**src/rtl/rv32i_types.sv**
```systemverilog
// Shared RV32I types: load result broadcast, memory-controller FSM states and
// load/store funct3 encodings, plus store lane helpers.
package rv32i_types;

  localparam int unsigned XLEN     = 32;
  localparam int unsigned REG_ID_W = 5;
  localparam int unsigned MBE_W    = XLEN / 8;

  typedef struct packed {
    logic [REG_ID_W-1:0] reg_id;
    logic [XLEN-1:0]     data;
  } command_buffer;

  typedef enum logic [1:0] {
    MC_IDLE    = 2'd0,
    MC_LD_REQ  = 2'd1,
    MC_LD_DONE = 2'd2,
    MC_ST_REQ  = 2'd3
  } mem_ctrl_state_t;

  localparam logic [2:0] F3_LB  = 3'b000;
  localparam logic [2:0] F3_LH  = 3'b001;
  localparam logic [2:0] F3_LW  = 3'b010;
  localparam logic [2:0] F3_LBU = 3'b100;
  localparam logic [2:0] F3_LHU = 3'b101;
  localparam logic [2:0] F3_SB  = 3'b000;
  localparam logic [2:0] F3_SH  = 3'b001;
  localparam logic [2:0] F3_SW  = 3'b010;

  // Halfword lanes use only off[1]; words ignore the offset entirely.
  function automatic logic [MBE_W-1:0] store_mbe(input logic [2:0] f3, input logic [1:0] off);
    case (f3)
      F3_SB:   return MBE_W'(4'b0001 << off);
      F3_SH:   return MBE_W'(4'b0011 << {off[1], 1'b0});
      default: return MBE_W'(4'b1111);
    endcase
  endfunction

  function automatic logic [XLEN-1:0] store_wdata(input logic [2:0] f3, input logic [1:0] off,
                                                   input logic [XLEN-1:0] data);
    case (f3)
      F3_SB:   return XLEN'(data << {off, 3'b000});
      F3_SH:   return XLEN'(data << {off[1], 4'b0000});
      default: return data;
    endcase
  endfunction

endpackage

```
**src/rtl/load_align.sv**
```systemverilog
// Extracts and sign/zero-extends the addressed byte or halfword of a read word.
module load_align
  import rv32i_types::*;
(
  input  logic [XLEN-1:0] rdata,
  input  logic [2:0]      funct3,
  input  logic [1:0]      off,
  output logic [XLEN-1:0] data_c
);

  logic [7:0]  byte_v;
  logic [15:0] half_v;

  always_comb begin
    byte_v = rdata[{off, 3'b000} +: 8];
    half_v = rdata[{off[1], 4'b0000} +: 16];
    case (funct3)
      F3_LB:   data_c = {{24{byte_v[7]}}, byte_v};
      F3_LBU:  data_c = {24'd0, byte_v};
      F3_LH:   data_c = {{16{half_v[15]}}, half_v};
      F3_LHU:  data_c = {16'd0, half_v};
      default: data_c = rdata;
    endcase
  end

endmodule

```
**src/rtl/ld_st_mem_ctrl.sv**
```systemverilog
// Arbitrates the load and store queue heads onto the single data-memory port,
// one transaction at a time, and broadcasts aligned load results.
module ld_st_mem_ctrl
  import rv32i_types::*;
(
  input  logic                clk,
  input  logic                rst,
  input  logic                ld_head_ready,
  input  logic [REG_ID_W-1:0] ld_head_id,
  input  logic [2:0]          ld_head_funct3,
  input  logic [XLEN-1:0]     ld_head_address,
  output logic                ld_del_head,
  input  logic                st_head_ready,
  input  logic [2:0]          st_head_funct3,
  input  logic [XLEN-1:0]     st_head_address,
  input  logic [XLEN-1:0]     st_head_data,
  output logic                st_del_head,
  output logic                dmem_read,
  output logic                dmem_write,
  output logic [XLEN-1:0]     dmem_address,
  output logic [XLEN-1:0]     dmem_wdata,
  output logic [MBE_W-1:0]    dmem_mbe,
  input  logic [XLEN-1:0]     dmem_rdata,
  input  logic                dmem_resp,
  output command_buffer       cmd_buf_ld,
  output logic                busy
);

  localparam logic GRANT_LD = 1'b0;
  localparam logic GRANT_ST = 1'b1;

  mem_ctrl_state_t     state_q, state_d;
  logic                last_grant_q, last_grant_d;
  logic [REG_ID_W-1:0] ld_id_q, ld_id_d;
  logic [2:0]          ld_f3_q, ld_f3_d;
  logic [1:0]          ld_off_q, ld_off_d;
  logic                dmem_read_q, dmem_read_d;
  logic                dmem_write_q, dmem_write_d;
  logic [XLEN-1:0]     dmem_address_q, dmem_address_d;
  logic [XLEN-1:0]     dmem_wdata_q, dmem_wdata_d;
  logic [MBE_W-1:0]    dmem_mbe_q, dmem_mbe_d;
  command_buffer       cmd_buf_q, cmd_buf_d;
  logic                ld_del_head_q, ld_del_head_d;
  logic                busy_q, busy_d;
  logic                grant_ld, grant_st;
  logic [XLEN-1:0]     ld_aligned_c;

  load_align u_load_align (
    .rdata  (dmem_rdata),
    .funct3 (ld_f3_q),
    .off    (ld_off_q),
    .data_c (ld_aligned_c)
  );

  // Ties go to the side that did not win last time.
  always_comb begin
    grant_ld = ld_head_ready && (!st_head_ready || (last_grant_q == GRANT_ST));
    grant_st = st_head_ready && !grant_ld;
  end

  always_comb begin
    state_d        = state_q;
    last_grant_d   = last_grant_q;
    ld_id_d        = ld_id_q;
    ld_f3_d        = ld_f3_q;
    ld_off_d       = ld_off_q;
    dmem_read_d    = dmem_read_q;
    dmem_write_d   = dmem_write_q;
    dmem_address_d = dmem_address_q;
    dmem_wdata_d   = dmem_wdata_q;
    dmem_mbe_d     = dmem_mbe_q;
    cmd_buf_d      = '0;
    ld_del_head_d  = 1'b0;

    case (state_q)
      MC_IDLE: begin
        if (grant_ld) begin
          state_d        = MC_LD_REQ;
          last_grant_d   = GRANT_LD;
          ld_id_d        = ld_head_id;
          ld_f3_d        = ld_head_funct3;
          ld_off_d       = ld_head_address[1:0];
          dmem_read_d    = 1'b1;
          dmem_address_d = {ld_head_address[XLEN-1:2], 2'b00};
          dmem_mbe_d     = '0;
          dmem_wdata_d   = '0;
        end else if (grant_st) begin
          state_d        = MC_ST_REQ;
          last_grant_d   = GRANT_ST;
          dmem_write_d   = 1'b1;
          dmem_address_d = {st_head_address[XLEN-1:2], 2'b00};
          dmem_mbe_d     = store_mbe(st_head_funct3, st_head_address[1:0]);
          dmem_wdata_d   = store_wdata(st_head_funct3, st_head_address[1:0], st_head_data);
        end
      end
      MC_LD_REQ: begin
        if (dmem_resp) begin
          state_d          = MC_LD_DONE;
          dmem_read_d      = 1'b0;
          ld_del_head_d    = 1'b1;
          cmd_buf_d.reg_id = ld_id_q;
          cmd_buf_d.data   = ld_aligned_c;
        end
      end
      MC_LD_DONE: state_d = MC_IDLE;
      MC_ST_REQ: begin
        if (dmem_resp) begin
          state_d      = MC_IDLE;
          dmem_write_d = 1'b0;
        end
      end
      default: state_d = MC_IDLE;
    endcase

    busy_d = (state_d != MC_IDLE);
  end

  always_ff @(posedge clk or negedge rst) begin
    if (!rst) begin
      state_q        <= MC_IDLE;
      last_grant_q   <= GRANT_LD;
      ld_id_q        <= '0;
      ld_f3_q        <= '0;
      ld_off_q       <= '0;
      dmem_read_q    <= 1'b0;
      dmem_write_q   <= 1'b0;
      dmem_address_q <= '0;
      dmem_wdata_q   <= '0;
      dmem_mbe_q     <= '0;
      cmd_buf_q      <= '0;
      ld_del_head_q  <= 1'b0;
      busy_q         <= 1'b0;
    end else begin
      state_q        <= state_d;
      last_grant_q   <= last_grant_d;
      ld_id_q        <= ld_id_d;
      ld_f3_q        <= ld_f3_d;
      ld_off_q       <= ld_off_d;
      dmem_read_q    <= dmem_read_d;
      dmem_write_q   <= dmem_write_d;
      dmem_address_q <= dmem_address_d;
      dmem_wdata_q   <= dmem_wdata_d;
      dmem_mbe_q     <= dmem_mbe_d;
      cmd_buf_q      <= cmd_buf_d;
      ld_del_head_q  <= ld_del_head_d;
      busy_q         <= busy_d;
    end
  end

  // Store pop coincides with the completing response, so it cannot be registered.
  assign st_del_head  = (state_q == MC_ST_REQ) && dmem_resp;
  assign ld_del_head  = ld_del_head_q;
  assign dmem_read    = dmem_read_q;
  assign dmem_write   = dmem_write_q;
  assign dmem_address = dmem_address_q;
  assign dmem_wdata   = dmem_wdata_q;
  assign dmem_mbe     = dmem_mbe_q;
  assign cmd_buf_ld   = cmd_buf_q;
  assign busy         = busy_q;

endmodule

```
**config.mk**
```make
export PLATFORM = sky130hd
export DESIGN_NAME = ld_st_mem_ctrl
export DESIGN_NICKNAME = d
export VERILOG_FILES = /design/src/rtl/rv32i_types.sv /design/src/rtl/load_align.sv /design/src/rtl/ld_st_mem_ctrl.sv
export SDC_FILE = /design/constraint.sdc
export NUM_CORES = 1
export LEC_CHECK = 0
export ABC_AREA = 1
export ABC_CLOCK_PERIOD_IN_PS = 3100
export BUFFER_PORTS_ARGS = -buffer_cell sky130_fd_sc_hd__buf_2
export CAP_MARGIN = 10
export CORE_ASPECT_RATIO = 0.5
export CORE_MARGIN = 2
export CORE_UTILIZATION = 53
export CTS_CLUSTER_DIAMETER = 120
export DETAILED_ROUTE_END_ITERATION = 12
export GPL_TIMING_DRIVEN = 0
export PLACE_DENSITY = 0.95
export SYNTH_ARGS = -nofsm -noshare
export SYNTH_HDL_FRONTEND = slang
export SYNTH_HIERARCHICAL = 1
export SYNTH_SLANG_ARGS = --single-unit
```
**constraint.sdc**
```tcl
create_clock -name clk -period 3.1 [get_ports clk]
set_input_delay 0.155 -clock clk [delete_from_list [all_inputs] [get_ports clk]]
set_output_delay 0.155 -clock clk [all_outputs]
set_load 0.02 [all_outputs]
```
# Yosys cells after proc, flatten, opt, wreduce, memory -nomap -nowiden
# Index checks and enable logic that the tools add are counted.
# totals
out_inout_bits,110
mem_count,0
latch_bits,0
mem_bits_ro,0
register_bits,122
ram_bits,0
in_bits,144
# op_classes
n_shift,6
bitwise,0
n_div,0
reduce_logical,17
muxes,25
multipliers,0
n_addsub,0
magnitude_cmp,0
eq_ne,12
# op_table
operator,n
2-to-1 mux 32 bit,4
one-hot mux 32 bit (4 select lines),1
2-to-1 mux 37 bit,2
one-hot mux 32 bit (2 select lines),1
<< shifter 32 x 5 -> 32 bit,2
variable part select 32 x 6 -> 16 bit,1
variable part select 32 x 6 -> 8 bit,1
inequality test 2 bit (second input constant),5
2-to-1 mux 2 bit,4
2-to-1 mux 4 bit,2
one-hot mux 2 bit (4 select lines),1
one-hot mux 4 bit (2 select lines),1
nonzero test 2 bit,4
2-to-1 mux 1 bit,7
equality test 3 x 1 -> 1 bit (second input constant),2
equality test 3 bit (second input constant),2
logical NOT 3 bit,2
equality test 2 bit (second input constant),2
one-hot mux 1 bit (2 select lines),2
AND reduction 2 bit,2
AND reduction 4 bit,1
<< shifter 1 x 2 -> 4 bit (first input constant),1
<< shifter 2 x 2 -> 4 bit (first input constant),1
logical AND 1 bit,3
other kinds (5),6

# Depth between registers and ports, before layout
# depth
depth_word,9
mapped_depth,10
depth_no_buf,9

# By module
# The synthesis kept the hierarchy.
# modules_own_cells
module,seq_area_each_um2,cells_per_inst,area_each_um2,instances
ld_st_mem_ctrl,3002.9,656,5331.4,1
load_align,0.0,169,872.1,1

# Least setup slack after synthesis
# No wires, ideal clock.
# synth_path
kind,register -> register
startpoint,register state_q[1]
endpoint,"register dmem_wdata_q[2], in the netlist dmem_wdata[2]"
path_slack_ns,1.740
synth_period_minus_slack_ns,1.360
path_stages_with_launch,9
t_arrival_ns,1.243
cell_sequence,dfrtp_1 -> inv_1 -> nand2_1 -> a21oi_4 -> inv_1 -> buf_2 -> buf_2 -> nand2_1 -> nand2_1
# synth_between
elab_chain_cells,2
# synth_rtl
item,line,rtl
from (decl),ld_st_mem_ctrl.sv:32,"mem_ctrl_state_t state_q, state_d;"
from (signal assigned),ld_st_mem_ctrl.sv:134,state_q <= state_d;
logical NOT 2 bit,ld_st_mem_ctrl.sv:75,case (state_q)
AND reduction 2 bit (no line),n/a,
to (signal assigned),ld_st_mem_ctrl.sv:142,dmem_wdata_q <= dmem_wdata_d;
to (decl),ld_st_mem_ctrl.sv:40,"logic [XLEN-1:0] dmem_wdata_q, dmem_wdata_d;"
# No other way between the ends.
# A chain may end at the register's enable or synchronous reset.

# Worst setup path after layout
# layout_path
startpoint,register state_q[1]
endpoint,"register dmem_address_q[24], in the netlist dmem_address[24]"
# layout_between
elab_chain_cells,2
# layout_rtl
item,line,rtl
logical NOT 2 bit,ld_st_mem_ctrl.sv:75,
AND reduction 2 bit (no line),n/a,
to (signal assigned),ld_st_mem_ctrl.sv:141,dmem_address_q <= dmem_address_d;
to (decl),ld_st_mem_ctrl.sv:39,"logic [XLEN-1:0] dmem_address_q, dmem_address_d;"
# No other way between the ends.

==> flow_summary.json <==
{
  "status": "finished clean",
  "setup-violations-final": 0,
  "clk_pin_slew_worst_paths_ns": 0.06,
  "hold_viol": 0,
  "cts_tree": "built",
  "reg2reg_slack_ns": 1.39,
  "wl_um": 19600,
  "cts_num_sinks": 120,
  "drc": 0,
  "synth.distinct_cells": 30,
  "dieArea_um2": 12600,
  "crit_type": "register to register",
  "ys_top_cells_by_area": "dfrtp_1 (48%), nand2_1 (14%), o21ai_0 (6.8%)",
  "cts.htree.levels": 4,
  "path_buf_inv": 2,
  "synth_top_area_cell": "dfrtp_1",
  "grt_pass1_wl_um": 31100,
  "clock_skew_ns": 0.00977,
  "slowest_stage": "dfrtp_1",
  "start_util_pct": 55.5,
  "worstMarginPinSlew_ns": 0.555,
  "yosys_most_used_dff": "dfrtp_1",
  "nNetsFinal": 1247,
  "synth_cells": 825,
  "synth_top_area_share_pct": 48.4,
  "synth-edff-count": 0,
  "final_cell_area_um2": 8400,
  "syn_area_per_cell_um2": 7.52,
  "io_buffers": 250,
  "die_w_um": 157,
  "grt_antenna_before_repair": 0,
  "yosys_warnings": 6,
  "critPathMaxFanout": 10,
  "crit_path_end_kind": "register",
  "antenna_left": 0,
  "yosysMostFrequentCell": "nand2_1",
  "synth_seq_cells": 120,
  "via_count": 6663,
  "synthArstFlopShare_pct": 100,
  "hold_path.class": "input pin to register",
  "root_buffer": "clkbuf_16",
  "clkLatencyLatePin_ns": 0.41,
  "grt_pass1_vias": 6417,
  "wl_per_cell_um": 15.4,
  "drive_above_1_share_pct": 31.4,
  "cp_top_family": "compound AO/OA/AOI/OAI gates",
  "syn_area_um2": 6200,
  "drt-pass1-iter-count": 6,
  "cts_buffers": 17,
  "vias_per_cell": 5.22,
  "fin_tns_setup_ns": 0,
  "cts_max_path_buffers": 2,
  "core_um2": 11200,
  "rsz0062_at_grt": "false",
  "leakage_uw": 0.00493,
  "drt_iter0_markers": 641,
  "rows": 27,
  "place_area_um2": 7690,
  "fmax_mhz": 586,
  "synth_top_cells_by_count": "nand2_1 (237), dfrtp_1 (120), inv_1 (100)",
  "finalCriticalPeriod_ns": 1.71,
  "critPathRequiredTime_ns": 3.42,
  "cap_violations": 0,
  "gr-usage-all-layers_pct": 32.1,
  "relSlewSlack_pct": 63.0,
  "synth_top_family_by_area": "simple AND/OR/NAND/NOR gates",
  "synthAdderAreaFrac_pct": 0,
  "crit_chain": "inv_1, nand2_1, a21oi_4, clkbuf_1, o21ai_0, o21ai_0",
  "synth-compound-area-share_pct": 10.4,
  "synthXorXnorAreaFrac_pct": 0,
  "die-height_um": 80.5,
  "synthMuxAreaShare_pct": 0,
  "syn_to_final_growth_pct": 35.5,
  "final.period_utilization_pct": 55.0,
  "finalMaxSlewViolations": 0,
  "gp_congestion": 0.945,
  "boundaryPins": 254,
  "startpoint_type": "register",
  "cpPeakStageDelay_ns": 0.38,
  "p_per_area_nw_per_um2": 988,
  "peakVddDrop_mv": 0.468,
  "post-dp-hpwl_um": 14100,
  "cp.arrival_ns": 2.03,
  "gr-total-overflow": 0,
  "ys_seq_area_share_pct": 48.4,
  "synth_simple_gate_area_share_pct": 31.0,
  "path_common_cell": "o21ai_0",
  "grt_max_degree": 101
}
timing repair:
item / in CTS / in global routing
setup buffers: 0 / 0
hold buffers: 7 / 0
gates resized for setup: 0 / 0
endpoints found under the hold margin: 126 / 0
layout make-up:
| type | count | area, um^2 |
|---|---|---|
| Antenna cell | 1 | 2.50 |
| Buffer | 44 | 236 |
| Clock buffer | 21 | 470 |
| Clock inverter | 11 | 170 |
| Fill cell | 836 | 2780 |
| Inverter | 104 | 393 |
| Multi-Input combinational cell | 558 | 2570 |
| Sequential cell | 120 | 3000 |
| Tap cell | 159 | 199 |
| Timing Repair Buffer | 258 | 1360 |
final timing paths:
path | cells past startpoint | to | startpoint
setup / recovery | 6 | dmem_address[24]$_DFFE_PN0P_ | state_q[1]$_DFF_PN0_
hold / removal | 3 | ld_id_q[4]$_DFFE_PN0P_ | ld_head_id[4]
setup reg to reg | 6 | dmem_address[24]$_DFFE_PN0P_ | state_q[1]$_DFF_PN0_
hold reg to reg | 2 | dmem_wdata[24]$_DFFE_PN0P_ | dmem_wdata[24]$_DFFE_PN0P_
max in group asynchronous | 3 | dmem_wdata[4]$_DFFE_PN0P_ | rst
min in group asynchronous | 2 | cmd_buf_ld[12]$_DFF_PN0_ | rst
sequential cells by signal (all words and copies together), names as in the netlist:
name          count
last_grant_q      1
dmem_mbe          4
ld_id_q           5
state_q           2
busy              1
dmem_write        1
cmd_buf_ld       37
ld_f3_q           3
ld_del_head       1
ld_off_q          2
dmem_read         1
dmem_wdata       32
dmem_address     30
worst register-to-register path, stage by stage (launching register included):
cell and delay (ns):
dfrtp_1 0.38, inv_1 0.11, nand2_1 0.10, a21oi_4 0.21, clkbuf_1 0.37, o21ai_0 0.23
o21ai_0 0.21
kinds of logic (layout without fill, tap and decap cells):
group	count (synthesis)	count (layout)
AND/OR/NAND/NOR	435	435
other	1	3
flip-flops	120	120
buffers and inverters	148	438
AO/OA/AOI/OAI	121	121
metal layers:
metal / track usage (%) / wire [um]
met2: 54.0 / 9450
met3: 5.88 / 1460
met1: 40.5 / 8100
met5: 0 / 0
met4: 15.2 / 615
where the power goes:
group          leakage, uW  internal, uW  switching, uW  total (uW)
Sequential         0.00153          2170            314        2480
Combinational      0.00310          1200           2480        3690
Clock             0.000305          1410            728        2140
stage by stage:
stage                     util (%)  total power [uW]  hold slack, ns  worst slack (ns)  instances
final                         75.2              8300          0.0159              1.39       1276
after floorplan                  -              4890          -0.141              1.74        826
after CTS                     75.1              8290         0.00558              1.44       1275
after global routing          75.1              8820          0.0308              1.27       1275
after global placement        68.5              5980           0.406             0.451       1235
after detailed placement      68.8              6100          0.0160              1.45       1236
cell usage in the layout (no fill, tap or decap), types with 2 or more instances in the layout:
cell           synthesis  final
inv_2                  3      3
clkinv_4               0      2
conb_1                 1      2
o21ai_1                3      3
dfrtp_1              120    120
buf_2                 12    261
inv_1                100    100
o211ai_1               3      3
clkinv_2               0      2
buf_6                  5      6
clkinvlp_4             0      3
nor2_1                93     93
o21ai_2                5      5
clkbuf_16              0     17
nand2_1              237    237
nand3_2               20     20
o21ai_0               84     84
nor3_1                 2      2
nand2_4                5      5
clkbuf_1              21     22
nand3_1               67     67
clkbuf_8               0      3
nand2_2                3      3
a21oi_1               24     24
bufinv_16              0      4
dlygate4sd3_1          0      7
buf_4                  5      5
or2_2                  3      3
Power figures use the tool's default switching activity.
